## src/rtl/pipe_buffer.sv

```systemverilog
// First-in first-out pipeline buffer between two decode stages, with registered
// ready/valid, synchronous flush and asynchronous reset.
module pipe_buffer #(
    parameter int DATA_W = 128,
    parameter int DEPTH  = 2,
    localparam int PTR_W = (DEPTH > 1) ? $clog2(DEPTH) : 1,
    localparam int CNT_W = $clog2(DEPTH + 1)
) (
    input  logic              clk_i,
    input  logic              rst_i,
    input  logic              flush_i,
    input  logic              input_valid_i,
    output logic              input_ready_o,
    input  logic [DATA_W-1:0] input_data_i,
    input  logic              output_ready_i,
    output logic              output_valid_o,
    output logic [DATA_W-1:0] output_data_o,
    output logic [CNT_W-1:0]  count_o
);

    logic [DATA_W-1:0] mem_q [DEPTH];
    logic [PTR_W-1:0]  wrPtr_q, wrPtr_d;
    logic [PTR_W-1:0]  rdPtr_q, rdPtr_d;
    logic [CNT_W-1:0]  count_q, count_d;
    logic              push;
    logic              pop;

    // Pointers wrap explicitly so DEPTH need not be a power of two.
    function automatic logic [PTR_W-1:0] nextPtr(input logic [PTR_W-1:0] ptr);
        return (ptr == PTR_W'(DEPTH - 1)) ? '0 : ptr + PTR_W'(1);
    endfunction

    assign input_ready_o  = (count_q < CNT_W'(DEPTH));
    assign output_valid_o = (count_q != '0);
    assign count_o        = count_q;
    assign output_data_o  = output_valid_o ? mem_q[rdPtr_q] : '0;

    assign push = input_valid_i & input_ready_o & ~flush_i;
    assign pop  = output_valid_o & output_ready_i & ~flush_i;

    always_comb begin
        wrPtr_d = wrPtr_q;
        rdPtr_d = rdPtr_q;
        count_d = count_q;
        if (flush_i) begin
            wrPtr_d = '0;
            rdPtr_d = '0;
            count_d = '0;
        end else begin
            if (push) wrPtr_d = nextPtr(wrPtr_q);
            if (pop)  rdPtr_d = nextPtr(rdPtr_q);
            if (push && !pop)      count_d = count_q + CNT_W'(1);
            else if (pop && !push) count_d = count_q - CNT_W'(1);
        end
    end

    always_ff @(posedge clk_i or posedge rst_i) begin
        if (rst_i) begin
            wrPtr_q <= '0;
            rdPtr_q <= '0;
            count_q <= '0;
        end else begin
            wrPtr_q <= wrPtr_d;
            rdPtr_q <= rdPtr_d;
            count_q <= count_d;
        end
    end

    // Storage is never visible while empty, so it carries no reset.
    always_ff @(posedge clk_i) begin
        if (push) mem_q[wrPtr_q] <= input_data_i;
    end

endmodule

```

## config.mk

```make
export PLATFORM = sky130hd
export DESIGN_NAME = pipe_buffer
export DESIGN_NICKNAME = d
export VERILOG_FILES = /design/src/rtl/pipe_buffer.sv
export SDC_FILE = /design/constraint.sdc
export NUM_CORES = 1
export LEC_CHECK = 0
export CORE_UTILIZATION = 35
export DETAILED_ROUTE_END_ITERATION = 16
export MAX_ROUTING_LAYER = met4
export PLACE_DENSITY_LB_ADDON = 0.08
export SKIP_CTS_REPAIR_TIMING = 1
export SYNTH_ARGS = -nofsm -noshare
export SYNTH_HDL_FRONTEND = slang
export SYNTH_SLANG_ARGS = --single-unit
```

## constraint.sdc

```tcl
create_clock -name clk_i -period 11.5 [get_ports clk_i]
set_clock_uncertainty 0.05 [all_clocks]
set_input_delay 1.15 -clock clk_i [delete_from_list [all_inputs] [get_ports clk_i]]
set_output_delay 1.15 -clock clk_i [all_outputs]
set_load 0.1 [all_outputs]
```

# Word-level counts from Yosys, hierarchy flattened
# Memories as Yosys holds them, arrays and structs flattened.
# Index checks and enable logic that the tools add are counted.
# op_classes
multipliers	0
n_reduce_logical	8
div_mod_pow	0
shift	0
n_lt_le_gt_ge	1
eq_ne	0
addsub	4
mux	12
n_bitwise	5
# ops
operator	n
$mux 128	1
$mux 1	8
$mux 2	3
$reduce_bool 2->1	3
$and 1x1->1	4
$reduce_bool 3->1	1
$add 1x1->1 const B	2
$add 2x1->2 const B	1
$logic_and 1x1->1	2
$logic_not 1->1	2
$lt 2x2->1 const B	1
$sub 2x1->2 const B	1
$not 1->1	1
# totals
ramBits	256
reg_bits	4
n_memories	1
output_inout_bits	132
in_bits	133
latch_bits	0
rom_bits	0
# memory_table
name	depth	word_bits	read_ports	rd_clocked_by_memory_dff	wr	line	text
mem_q	2	128	1	0	1	21	logic [DATA_W-1:0] mem_q [DEPTH];

# Depth between registers and ports, before layout
# Gate-level depths: netlist (run 1).
# depth
depth_word	8
mapped_depth	5
ltp_nobuf	3

# Worst setup path before layout (run 1)
# No wires, ideal clock.
# synth_path
kind	input-to-reg
start	input port input_valid_i
end	memory mem_q[1][0], enable pin
arrival_time_ps	10539
stages	2
path_slack_ps	110
path_cell_list	nand2b_2 > nor3b_1
# synth_via
elab_chain_cells	4
# synth_lines
element	line	text
from (decl)	12	input logic input_valid_i,
$and 1x1->1 (2 in a row)	38	assign push = input_valid_i & input_ready_o & ~flush_i;
$mux 1	71	if (push) mem_q[wrPtr_q] <= input_data_i;
$mux 1 (not written as such)	71	
to (decl)	21	
# Every way passes these cells.

# Worst setup path after layout (run 1)
# layout_path
start	register rdPtr_q
end	output port output_data_o[22]
# layout_via
elab_chain_cells	2
# layout_lines
element	line	text
from (decl)	23	logic [PTR_W-1:0] rdPtr_q, rdPtr_d;
from (signal assigned)	64	rdPtr_q <= rdPtr_d;
$mem_v2 2x128	--	
$mux 128	36	assign output_data_o = output_valid_o ? mem_q[rdPtr_q] : '0;
to (decl)	17	output logic [DATA_W-1:0] output_data_o,
# Every way passes these cells.

==> metrics.log, run 1 <==
[metrics] area of the core: 27900 sq um
[metrics] outcome: finished, final reports clean
[metrics] average instance area after synthesis: 17.7 sq um
[metrics] internal power contribution: 1.76 mW
[metrics] share of power burned in combinational logic: 0.220
[metrics] IO Count: 265
[metrics] weighted congestion reported at the end of routability-driven placement: 0.730
[metrics] Final Core Density: 0.494
[metrics] total power density per cell area: 183 nW/um^2
[metrics] synthesis-to-layout area growth: 37.9%
[metrics] clock group share of total power: 0.345
[metrics] floorplan die area: 29300 sq um
[metrics] portion of the post-synthesis area used by sequential elements: 0.778
[metrics] Setup Crit Path Kind: register to output pin
[metrics] summed instance area of the synthesized netlist: 10000 sq um
[metrics] number of distinct standard cells referenced by the synthesized netlist: 20
[metrics] total DRC errors in the routed layout: 0
[metrics] routed wirelength normalized by instance count: 17.8 um
[metrics] routed wire length: 22.1 mm
[metrics] clock input transition at the sequential cells of the worst setup and hold paths: 0.06 ns
[metrics] number of buffers added on ports: 264
[metrics] Worst Tran Pin Value: 1.09 ns
[metrics] most used cell, CP: sky130_fd_sc_hd__buf_4
[metrics] average vias per placed instance: 4.51
[metrics] CTS tree: yes
[metrics] worst-case headroom to the max-slew limit: 0.272
[metrics] pin count of the biggest net entering global routing: 72
[metrics] Synth Net Count: 699
[metrics] deepest level of the CTS H-tree: 1
[metrics] count of maximum capacitance violations: 0
[metrics] Mapped Cells: 566
[metrics] class of the tightest hold or removal check: register to register
[metrics] final setup violation count: 0
[metrics] half-perimeter wire length after placement: 14.2 mm
[metrics] count of final hold-check violations: 0
[metrics] via count of the routed design: 5614
[metrics] first-pass GRT wire length: 33.1 mm
[metrics] ratio of cells with drive above 1 in the final layout: 0.0660
[metrics] number of placement rows: 61
[metrics] Ys Warns: 0
[metrics] count of placed standard cells in the final layout, fillers left out: 1246
[metrics] Overflow after GRT: 0
[metrics] global routing usage summed across all routing layers: 0.154
[metrics] number of register bits inferred by synthesis: 260
[metrics] Static Leak: 4.52 nW
[metrics] Layout fillers: 2424
[metrics] hold path start: wrPtr_q
[metrics] initial core utilization: 0.358
[metrics] register-to-register setup slack: 8.84 ns
[metrics] count of nets left with antenna violations after detail routing: 0
[metrics] setup slack after placement: 6.28 ns
[metrics] relative contribution of sequential cells to total power: 0.435
[metrics] clock latency reported for the late side of the worst-skew pair: 0.52 ns
[metrics] height of the die: 171 um
[metrics] standard cell with the maximum stage delay on the critical path: sky130_fd_sc_hd__clkdlybuf4s50_1
[metrics] critical path endpoint category: output pin
[metrics] maximum VDD drop: 0.107 mV
[metrics] Num CTS Buffers: 29
[metrics] Placed Instances: 1188
[metrics] Pins Over Slew Limit: 0
[metrics] CTS Root Buffer Type: sky130_fd_sc_hd__clkbuf_16
[metrics] Die X-Extent: 171 um
[metrics] crit share post-route: 0.496
[metrics] worst endpoint required time: 10.30 ns
[metrics] CP startpoint: rdPtr_q
[metrics] Switch Pwr: 766 uW
[metrics] net switching share of the total power: 0.303
[metrics] Clock Sink Count: 260
[metrics] worst path setup slack after routing: 5.80 ns
[metrics] final critical path time including I/O delays and setup: 5.70 ns
[metrics] Final nets: 974
[metrics] antenna violations before repair: 5
[metrics] peak clock frequency supported by timing: 175 MHz
[metrics] First DRT Iteration DRCs: 298
[metrics] CP Max Fanout: 60
[metrics] largest stage delay on the critical path: 1.16 ns
[metrics] worst flop-to-flop path startpoint: count_o[1]
[metrics] critical path, cell by cell: buf_4, buf_4, mux2i_1, nor2_1, clkdlybuf4s50_1
[metrics] Worst Path Arrival: 4.50 ns
[metrics] maximum buffer depth of the clock tree: 3
[metrics] total negative slack for setup checks: 0 ns
[metrics] setup repair after global routing missed its margin: no
[metrics] type of origin of the critical path: register
[metrics] number of global-route vias before repair: 5900
[metrics] count of TritonRoute iterations in the first routing pass: 5
worst paths after layout:
kind / cells after the start / endpoint
hold reg to reg: 2 / wrPtr_q
max in group asynchronous: 2 / rdPtr_q
hold / removal: 2 / wrPtr_q
setup / recovery: 5 / output_data_o[22]
min in group asynchronous: 2 / count_o[0]
setup reg to reg: 4 / mem_q[0][105]
Yosys cell counts (all sizes together):
| library cell | number | area (sq um) |
|---|---|---|
| edfxtp | 256 | 7690 |
| nor2 | 131 | 492 |
| mux2i | 129 | 1290 |
| buf | 28 | 334 |
| dfrtp | 4 | 100 |
| inv | 3 | 11.3 |
| a21oi | 2 | 10.0 |
| nand2b | 2 | 15.0 |
| nor2b | 2 | 12.5 |
| o21ai | 2 | 10.0 |
| xor2 | 2 | 17.5 |
| a21o | 1 | 7.51 |
| clkbuf | 1 | 3.75 |
| nand2 | 1 | 3.75 |
| nor3 | 1 | 5.00 |
| nor3b | 1 | 7.51 |
layer usage:
metal  global-route usage  wire length [um]  vias up
met3               0.0483              1850       30
li1                     -                 -     2658
met1                0.195              9410     2726
met5                    -                 0        -
met2                0.241             10500      200
met4               0.0330               353        0
placed cells by master, fill, tap and decap left out, types with 3 or more instances in the layout:
cell type,n
sky130_fd_sc_hd__clkinv_2,9
sky130_fd_sc_hd__clkdlybuf4s50_1,264
sky130_fd_sc_hd__clkbuf_1,8
sky130_fd_sc_hd__inv_1,3
sky130_fd_sc_hd__mux2i_1,129
sky130_fd_sc_hd__diode_2,5
sky130_fd_sc_hd__nor2_1,130
sky130_fd_sc_hd__edfxtp_1,256
sky130_fd_sc_hd__clkbuf_16,29
sky130_fd_sc_hd__dfrtp_1,3
sky130_fd_sc_hd__clkbuf_8,3
sky130_fd_sc_hd__buf_4,9
metrics by stage:
| stage | power [mW] | hold slack (ns) | area [sq um] |
|---|---|---|---|
| floorplan | 1.55 | 0.469 | 10000 |
| global placement | 1.67 | 0.503 | 12900 |
| detailed placement | 1.68 | 0.514 | 12900 |
| CTS | 2.56 | 0.530 | 13800 |
| global route | 2.61 | 0.572 | 13800 |
| finish | 2.53 | 0.529 | 13800 |
kinds of logic (layout without fill, tap and decap cells):
kind of cell / after synthesis / count (layout) / share of synthesized area
AND/OR/NAND/NOR: 138 / 138 / 0.0535
XOR/XNOR: 2 / 2 / 0.00175
multiplexers: 129 / 129 / 0.129
AO/OA/AOI/OAI: 5 / 5 / 0.00275
other: 0 / 5 / 0
flip-flops: 260 / 260 / 0.778
buffers and inverters: 32 / 329 / 0.0349
sequential cells by signal, indices dropped and copies added (netlist names):
name	cells
mem_q	256
rdPtr_q	1
count_o	2
wrPtr_q	1
power groups by stage:
stage	Combinational (mW)	Clock, mW	Sequential, mW
floorplan	0.416	0	1.13
global placement	0.556	0	1.12
detailed placement	0.560	0	1.12
CTS	0.562	0.899	1.10
global route	0.578	0.933	1.10
finish	0.555	0.871	1.10
cell type report:
| class | count | area [sq um] | share of cell area |
|---|---|---|---|
| Sequential cell | 260 | 7790 | 0.565 |
| Timing Repair Buffer | 273 | 2710 | 0.196 |
| Tap cell | 378 | 473 | 0.0343 |
| Clock inverter | 13 | 113 | 0.00816 |
| Inverter | 3 | 11.3 | 0.000816 |
| Multi-Input combinational cell | 274 | 1890 | 0.137 |
| Antenna cell | 5 | 12.5 | 0.000907 |
| Clock buffer | 40 | 797 | 0.0578 |
critical path: cells and delay by family (launching register included):
| kind | cells | cell delay (ns) |
|---|---|---|
| DFF | 1 | 0.63 |
| and+or+nand+nor | 1 | 0.16 |
| muxes | 1 | 0.19 |
| buffers and inverters | 3 | 2.85 |
Note: power is estimated with default switching activity, not from simulation.
==> run 2, diff against run 1 <==
clock period = 5.66 ns   (was 11.5 ns; I/O delays follow)
==> run 2 against run 1 <==
Effect of this change:
- combinational power up 100%
- clock-buffer cell count down 8
- final cell count down 0.48%
- critical path type unchanged
- core utilization up 0.26 points
- die area unchanged
- register-to-register slack worse by 5.5 ns
- hold slack worse by 0.36 ns
- non-clock buffer count unchanged
- highest routed layer unchanged
==> metrics.log, run 2 (synthesized netlist as in run 1, its figures left out) <==
[metrics] outcome: finished, final reports clean
[metrics] number of global-route vias before repair: 5838 (-1.1%)
[metrics] floorplan die area: 29300 sq um (unchanged)
[metrics] Overflow after GRT: 0 (unchanged)
[metrics] clock input transition at the sequential cells of the worst setup and hold paths: 0.06 ns (about the same)
[metrics] worst flop-to-flop path startpoint: count_o[1]
[metrics] Setup Crit Path Kind: register to output pin
[metrics] worst endpoint required time: 5.04 ns (-5.26 ns)
[metrics] clock latency reported for the late side of the worst-skew pair: 0.53 ns (about the same)
[metrics] CTS Root Buffer Type: sky130_fd_sc_hd__clkbuf_16
[metrics] CTS tree: yes
[metrics] antenna violations before repair: 0 (-5)
[metrics] met2 track demand over resource: 0.238 (-0.00300)
[metrics] type of origin of the critical path: register
[metrics] half-perimeter wire length after placement: 13.9 mm (-2.1%)
[metrics] maximum VDD drop: 0.215 mV (+100%)
[metrics] CP startpoint: rdPtr_q
[metrics] final critical path time including I/O delays and setup: 4.06 ns
[metrics] final setup violation count: 0 (unchanged)
[metrics] average vias per placed instance: 4.53 (+0.63%)
[metrics] Worst Tran Pin Value: 1.10 ns (+0.0137 ns)
[metrics] count of nets left with antenna violations after detail routing: 0 (unchanged)
[metrics] setup repair after global routing missed its margin: no
[metrics] Clock Sink Count: 260 (unchanged)
[metrics] routed wirelength normalized by instance count: 17.6 um (-1.1%)
[metrics] number of buffers added on ports: 264 (unchanged)
[metrics] pin count of the biggest net entering global routing: 96 (+33%)
[metrics] area of the core: 27900 sq um (unchanged)
[metrics] number of placement rows: 61 (unchanged)
[metrics] deepest level of the CTS H-tree: 1 (unchanged)
[metrics] count of maximum capacitance violations: 0 (unchanged)
[metrics] peak clock frequency supported by timing: 246 MHz
[metrics] routed wire length: 21.8 mm (-1.6%)
[metrics] global routing usage summed across all routing layers: 0.148 (-0.00554)
[metrics] leading cell type in the layout, fill and taps excluded: sky130_fd_sc_hd__clkdlybuf4s50_1
[metrics] count of antenna diodes in the layout: 0 (-5)
[metrics] total DRC errors in the routed layout: 0 (unchanged)
[metrics] total power density per cell area: 377 nW/um^2 (+110%)
[metrics] met3 track utilization from global routing: 0.0352 (-0.0132)
[metrics] Num CTS Buffers: 28 (-3.4%)
[metrics] critical path, cell by cell: buf_12, mux2i_1, nor2_1, clkdlybuf4s50_1
[metrics] total negative slack for setup checks: 0 ns (unchanged)
[metrics] Worst Path Arrival: 3.45 ns (-1.05 ns)
[metrics] Placed Instances: 1188 (unchanged)
[metrics] worst-case headroom to the max-slew limit: 0.265 (-0.00684)
[metrics] First DRT Iteration DRCs: 323 (+8.4%)
[metrics] count of final hold-check violations: 0 (unchanged)
[metrics] flip-flop count of the largest register, all copies and words added: 256 (unchanged)
[metrics] ratio of cells with drive above 1 in the final layout: 0.0650 (-0.00108)
[metrics] weighted congestion reported at the end of routability-driven placement: 0.733 (+0.36%)
[metrics] largest stage delay on the critical path: 1.18 ns (+0.02 ns)
[metrics] IO Count: 265 (unchanged)
[metrics] GRT met1 Usage: 0.189 (-0.00587)
[metrics] Final nets: 973 (-0.10%)
[metrics] synthesis-to-layout area growth: 38.6%
[metrics] height of the die: 171 um (unchanged)
[metrics] count of TritonRoute iterations in the first routing pass: 4 (-1)
[metrics] maximum buffer depth of the clock tree: 3 (unchanged)
[metrics] initial core utilization: 0.358 (unchanged)
[metrics] most used routing layer in global routing: met2
[metrics] commonest non-fill, non-tap cells in the layout: 264 x sky130_fd_sc_hd__clkdlybuf4s50_1, 256 x sky130_fd_sc_hd__edfxtp_1, 130 x sky130_fd_sc_hd__nor2_1
[metrics] crit share post-route: 0.718
[metrics] CP Max Fanout: 50 (-17%)
[metrics] count of placed standard cells in the final layout, fillers left out: 1240 (-0.48%)
[metrics] via count of the routed design: 5622 (+0.14%)
[metrics] Die X-Extent: 171 um (unchanged)
[metrics] Pins Over Slew Limit: 0 (unchanged)
[metrics] Layout fillers: 2415 (-0.37%)
[metrics] critical path endpoint category: output pin
[metrics] class of the tightest hold or removal check: primary input to async pin
[metrics] Static Leak: 4.54 nW (+0.56%)
[metrics] Largest Register: mem_q
[metrics] first-pass GRT wire length: 32.2 mm (-2.7%)
[metrics] standard cell with the maximum stage delay on the critical path: sky130_fd_sc_hd__clkdlybuf4s50_1
-- run 2: cell count changes in the layout (fill, tap and decap cells not counted), moves of 3 or more --
cell / previous run / this run
sky130_fd_sc_hd__clkinv_1: 2 / 7
sky130_fd_sc_hd__clkbuf_8: 3 / 0
sky130_fd_sc_hd__bufinv_16: 2 / 5
sky130_fd_sc_hd__clkbuf_1: 8 / 3
sky130_fd_sc_hd__clkinv_2: 9 / 6
sky130_fd_sc_hd__diode_2: 5 / 0
-- run 2: layout make-up --
type	count	area, sq um	share of cell area
Clock buffer	32	737	0.0531
Clock inverter	20	221	0.0160
Inverter	3	11.3	0.000812
Multi-Input combinational cell	274	1900	0.137
Sequential cell	260	7790	0.562
Tap cell	378	473	0.0341
Timing Repair Buffer	273	2740	0.197
-- run 2: routing by layer --
layer  part of all wire  vias up
met5                  0        -
met1               0.44     2751
met4              0.016        0
met2               0.48      189
li1                   -     2649
met3              0.068       33
-- run 2: power by group --
group          leakage (nW)  internal (mW)  switching, mW
registers              2.40           2.21         0.0343
logic                  1.68          0.301          0.820
clock network         0.466           1.16          0.709
-- run 2: critical path, delay by kind of cell, from the launching register on --
| kind | cells | cell delay, ns |
|---|---|---|
| buf+inv | 2 | 1.58 |
| flops | 1 | 0.94 |
| simple gates | 1 | 0.19 |
| mux | 1 | 0.14 |
-- run 2: through the flow --
step	utilization	setup slack (ns)	hold WS, ns	power (mW)	area, sq um
floorplan	-	0.684	0.282	3.12	10000
detailed placement	0.462	2.13	0.568	3.41	12900
CTS	0.497	1.55	0.153	5.30	13900
finish	0.497	1.60	0.168	5.23	13900
global route	0.497	1.41	0.177	5.40	13900
global placement	0.462	2.12	0.549	3.41	12900
-- run 2: final timing paths --
path                                 endpoint  slack (ns)  depth (start not counted)
setup / recovery           output_data_o[126]        1.60                          4
hold / removal                        rdPtr_q        0.17                          2
setup reg to reg                 mem_q[0][64]        3.34                          3
hold reg to reg                       wrPtr_q        0.57                          2
max in group asynchronous             rdPtr_q        5.22                          2
min in group clk_i              mem_q[0][109]        0.57                          1
==> run 3, diff against run 2 <==
clock period = 4.1 ns   (was 5.66 ns; I/O delays follow)
==> run 3 against run 2 <==
Effect of this change:
- sequential power rose by 38%
- highest routed layer unchanged
- clock-buffer cell count rose by 11
- final cell count rose by 0.32%
- hold slack got worse by 0.16 ns
- core utilization fell by 0.063 points
- largest power group unchanged
- clock power rose by 30%
- global-route usage rose by 0.20 points
- critical endpoint is now output_data_o[95]
- non-clock buffer count rose by 2
- total power rose by 35%
- register-to-register slack got worse by 1.4 ns
==> metrics.log, run 3 (synthesized netlist as in run 1, its figures left out) <==
[metrics] outcome: finished, final reports clean
[metrics] critical path, cell by cell: buf_12, mux2i_1, nor2_1, clkdlybuf4s50_1
[metrics] First DRT Iteration DRCs: 298 (-7.7%)
[metrics] critical path endpoint category: output pin
[metrics] number of placement rows: 61 (unchanged)
[metrics] CTS Root Buffer Type: sky130_fd_sc_hd__clkbuf_16
[metrics] routed wirelength normalized by instance count: 17.5 um (about the same)
[metrics] CP startpoint: rdPtr_q
[metrics] Pins Over Slew Limit: 0 (unchanged)
[metrics] total power of the final layout: 7.07 mW (+35%)
[metrics] flip-flop count of the largest register, all copies and words added: 256 (unchanged)
[metrics] CP endpoint: output_data_o[95]
[metrics] deepest level of the CTS H-tree: 1 (unchanged)
[metrics] Final nets: 976 (+0.31%)
[metrics] worst path setup slack after routing: 0.553 ns (-1.04 ns)
[metrics] count of antenna diodes in the layout: 0 (unchanged)
[metrics] met2 layer wire length in the routed design: 10.6 mm (+2.2%)
[metrics] Reg2Reg Depth: 3 (unchanged)
[metrics] Worst Tran Pin Value: 1.04 ns (-0.0640 ns)
[metrics] maximum buffer depth of the clock tree: 3 (unchanged)
[metrics] count of nets left with antenna violations after detail routing: 0 (unchanged)
[metrics] Crit Reg-Reg Endpoint: mem_q[0][73]
[metrics] setup repair after global routing missed its margin: no
[metrics] Highest Signal Layer: met4
[metrics] maximum VDD drop: 0.320 mV (+49%)
[metrics] Static Leak: 4.54 nW (about the same)
[metrics] total DRC errors in the routed layout: 0 (unchanged)
[metrics] Setup Crit Path Kind: register to output pin
[metrics] Final Core Density: 0.496 (-0.000627)
[metrics] antenna violations before repair: 0 (unchanged)
[metrics] Worst Path Arrival: 3.09 ns (-0.36 ns)
[metrics] largest stage delay on the critical path: 1.17 ns (about the same)
[metrics] average vias per placed instance: 4.54 (+0.21%)
[metrics] CP Max Fanout: 48 (-4.0%)
[metrics] IO Count: 265 (unchanged)
[metrics] Crit path max-delay family: buffers and inverters
[metrics] global routing usage summed across all routing layers: 0.150 (+0.00197)
[metrics] Num CTS Buffers: 29 (+3.6%)
[metrics] clock input transition at the sequential cells of the worst setup and hold paths: 0.06 ns (about the same)
[metrics] area of the core: 27900 sq um (unchanged)
[metrics] via count of the routed design: 5652 (+0.53%)
[metrics] detailed-route wire length on metal 1: 9.00 mm (-6.1%)
[metrics] total negative slack for setup checks: 0 ns (unchanged)
[metrics] floorplan die area: 29300 sq um (unchanged)
[metrics] first-pass GRT wire length: 32.6 mm (+1.2%)
[metrics] pin count of the biggest net entering global routing: 72 (-25%)
[metrics] Overflow after GRT: 0 (unchanged)
[metrics] synthesis-to-layout area growth: 38.4%
[metrics] weighted congestion reported at the end of routability-driven placement: 0.745 (+1.7%)
[metrics] type of origin of the critical path: register
[metrics] worst flop-to-flop path startpoint: count_o[1]
[metrics] count of TritonRoute iterations in the first routing pass: 4 (unchanged)
[metrics] number of buffers added on ports: 264 (unchanged)
[metrics] length of routed met3 wiring: 1.65 mm (+12%)
[metrics] final setup violation count: 0 (unchanged)
[metrics] register-to-register setup slack: 1.96 ns (-1.38 ns)
[metrics] number of global-route vias before repair: 6013 (+3.0%)
[metrics] count of final hold-check violations: 0 (unchanged)
[metrics] total stage count of the critical path: 4 (unchanged)
[metrics] half-perimeter wire length after placement: 13.9 mm (about the same)
[metrics] count of buffer and inverter cells on the critical path: 2 (unchanged)
[metrics] total power density per cell area: 510 nW/um^2 (+35%)
[metrics] Clock Sink Count: 260 (unchanged)
[metrics] CTS tree: yes
[metrics] routed wire length: 21.8 mm (+0.26%)
[metrics] height of the die: 171 um (unchanged)
[metrics] count of maximum capacitance violations: 0 (unchanged)
[metrics] Die X-Extent: 171 um (unchanged)
[metrics] commonest non-fill, non-tap cells in the layout: 258 x sky130_fd_sc_hd__clkdlybuf4s50_1, 256 x sky130_fd_sc_hd__edfxtp_1, 130 x sky130_fd_sc_hd__nor2_1
[metrics] Largest Register: mem_q
[metrics] worst endpoint required time: 3.64 ns (-1.40 ns)
[metrics] peak clock frequency supported by timing: 282 MHz
[metrics] class of the tightest hold or removal check: primary input to async pin
[metrics] clock latency reported for the late side of the worst-skew pair: 0.54 ns (about the same)
[metrics] initial core utilization: 0.358 (unchanged)
[metrics] crit share post-route: 0.865
[metrics] setup slack after placement: 1.11 ns (-1.03 ns)
[metrics] leading cell type in the layout, fill and taps excluded: sky130_fd_sc_hd__clkdlybuf4s50_1
[metrics] worst-case headroom to the max-slew limit: 0.306 (+0.0405)
[metrics] ratio of cells with drive above 1 in the final layout: 0.0727 (+0.00778)
[metrics] standard cell with the maximum stage delay on the critical path: sky130_fd_sc_hd__clkdlybuf4s50_1
[metrics] final critical path time including I/O delays and setup: 3.55 ns
-- run 3: changes by cell type in the layout (fill, tap and decap cells not counted), moves of 2 or more --
cell	change
sky130_fd_sc_hd__clkbuf_1	+8
sky130_fd_sc_hd__buf_4	+5
sky130_fd_sc_hd__bufinv_16	-4
sky130_fd_sc_hd__buf_12	+3
sky130_fd_sc_hd__clkinv_2	-2
sky130_fd_sc_hd__clkinv_1	-4
sky130_fd_sc_hd__inv_6	+2
sky130_fd_sc_hd__clkbuf_8	+3
sky130_fd_sc_hd__clkdlybuf4s50_1	-6
-- run 3: metrics by stage --
stage               std cells  hold WS [ns]  area, sq um
finish                   1244        0.0128        13900
global route             1244       0.00287        13900
CTS                      1244       -0.0239        13900
detailed placement       1190         0.567        13000
global placement         1190         0.547        13000
floorplan                 566         0.126        10000
-- run 3: layout make-up --
cell class	instances	area [sq um]
Timing Repair Buffer	275	2770
Fill cell	2418	14100
Inverter	3	11.3
Clock buffer	43	808
Sequential cell	260	7790
Tap cell	378	473
Multi-Input combinational cell	274	1910
Clock inverter	11	86.3
-- run 3: how the worst min path moves through the flow --
stage | to | cells after the start
after floorplan | count_o[0] | 1
after global placement | wrPtr_q | 2
after detailed placement | count_o[1] | 2
after CTS | count_o[1] | 2
after global routing | wrPtr_q | 2
final | wrPtr_q | 2
-- run 3: power by group --
group,total (mW),internal [mW],switching (mW)
combinational,1.57,0.423,1.15
sequential,3.08,3.05,0.0357
clock,2.42,1.42,0.992
total,7.07,4.89,2.17
-- run 3: per-layer routing --
metal / up-vias / track usage
met5: - / -
met4: 0 / 0.0446
met3: 39 / 0.0409
met2: 199 / 0.244
met1: 2749 / 0.183
li1: 2665 / -
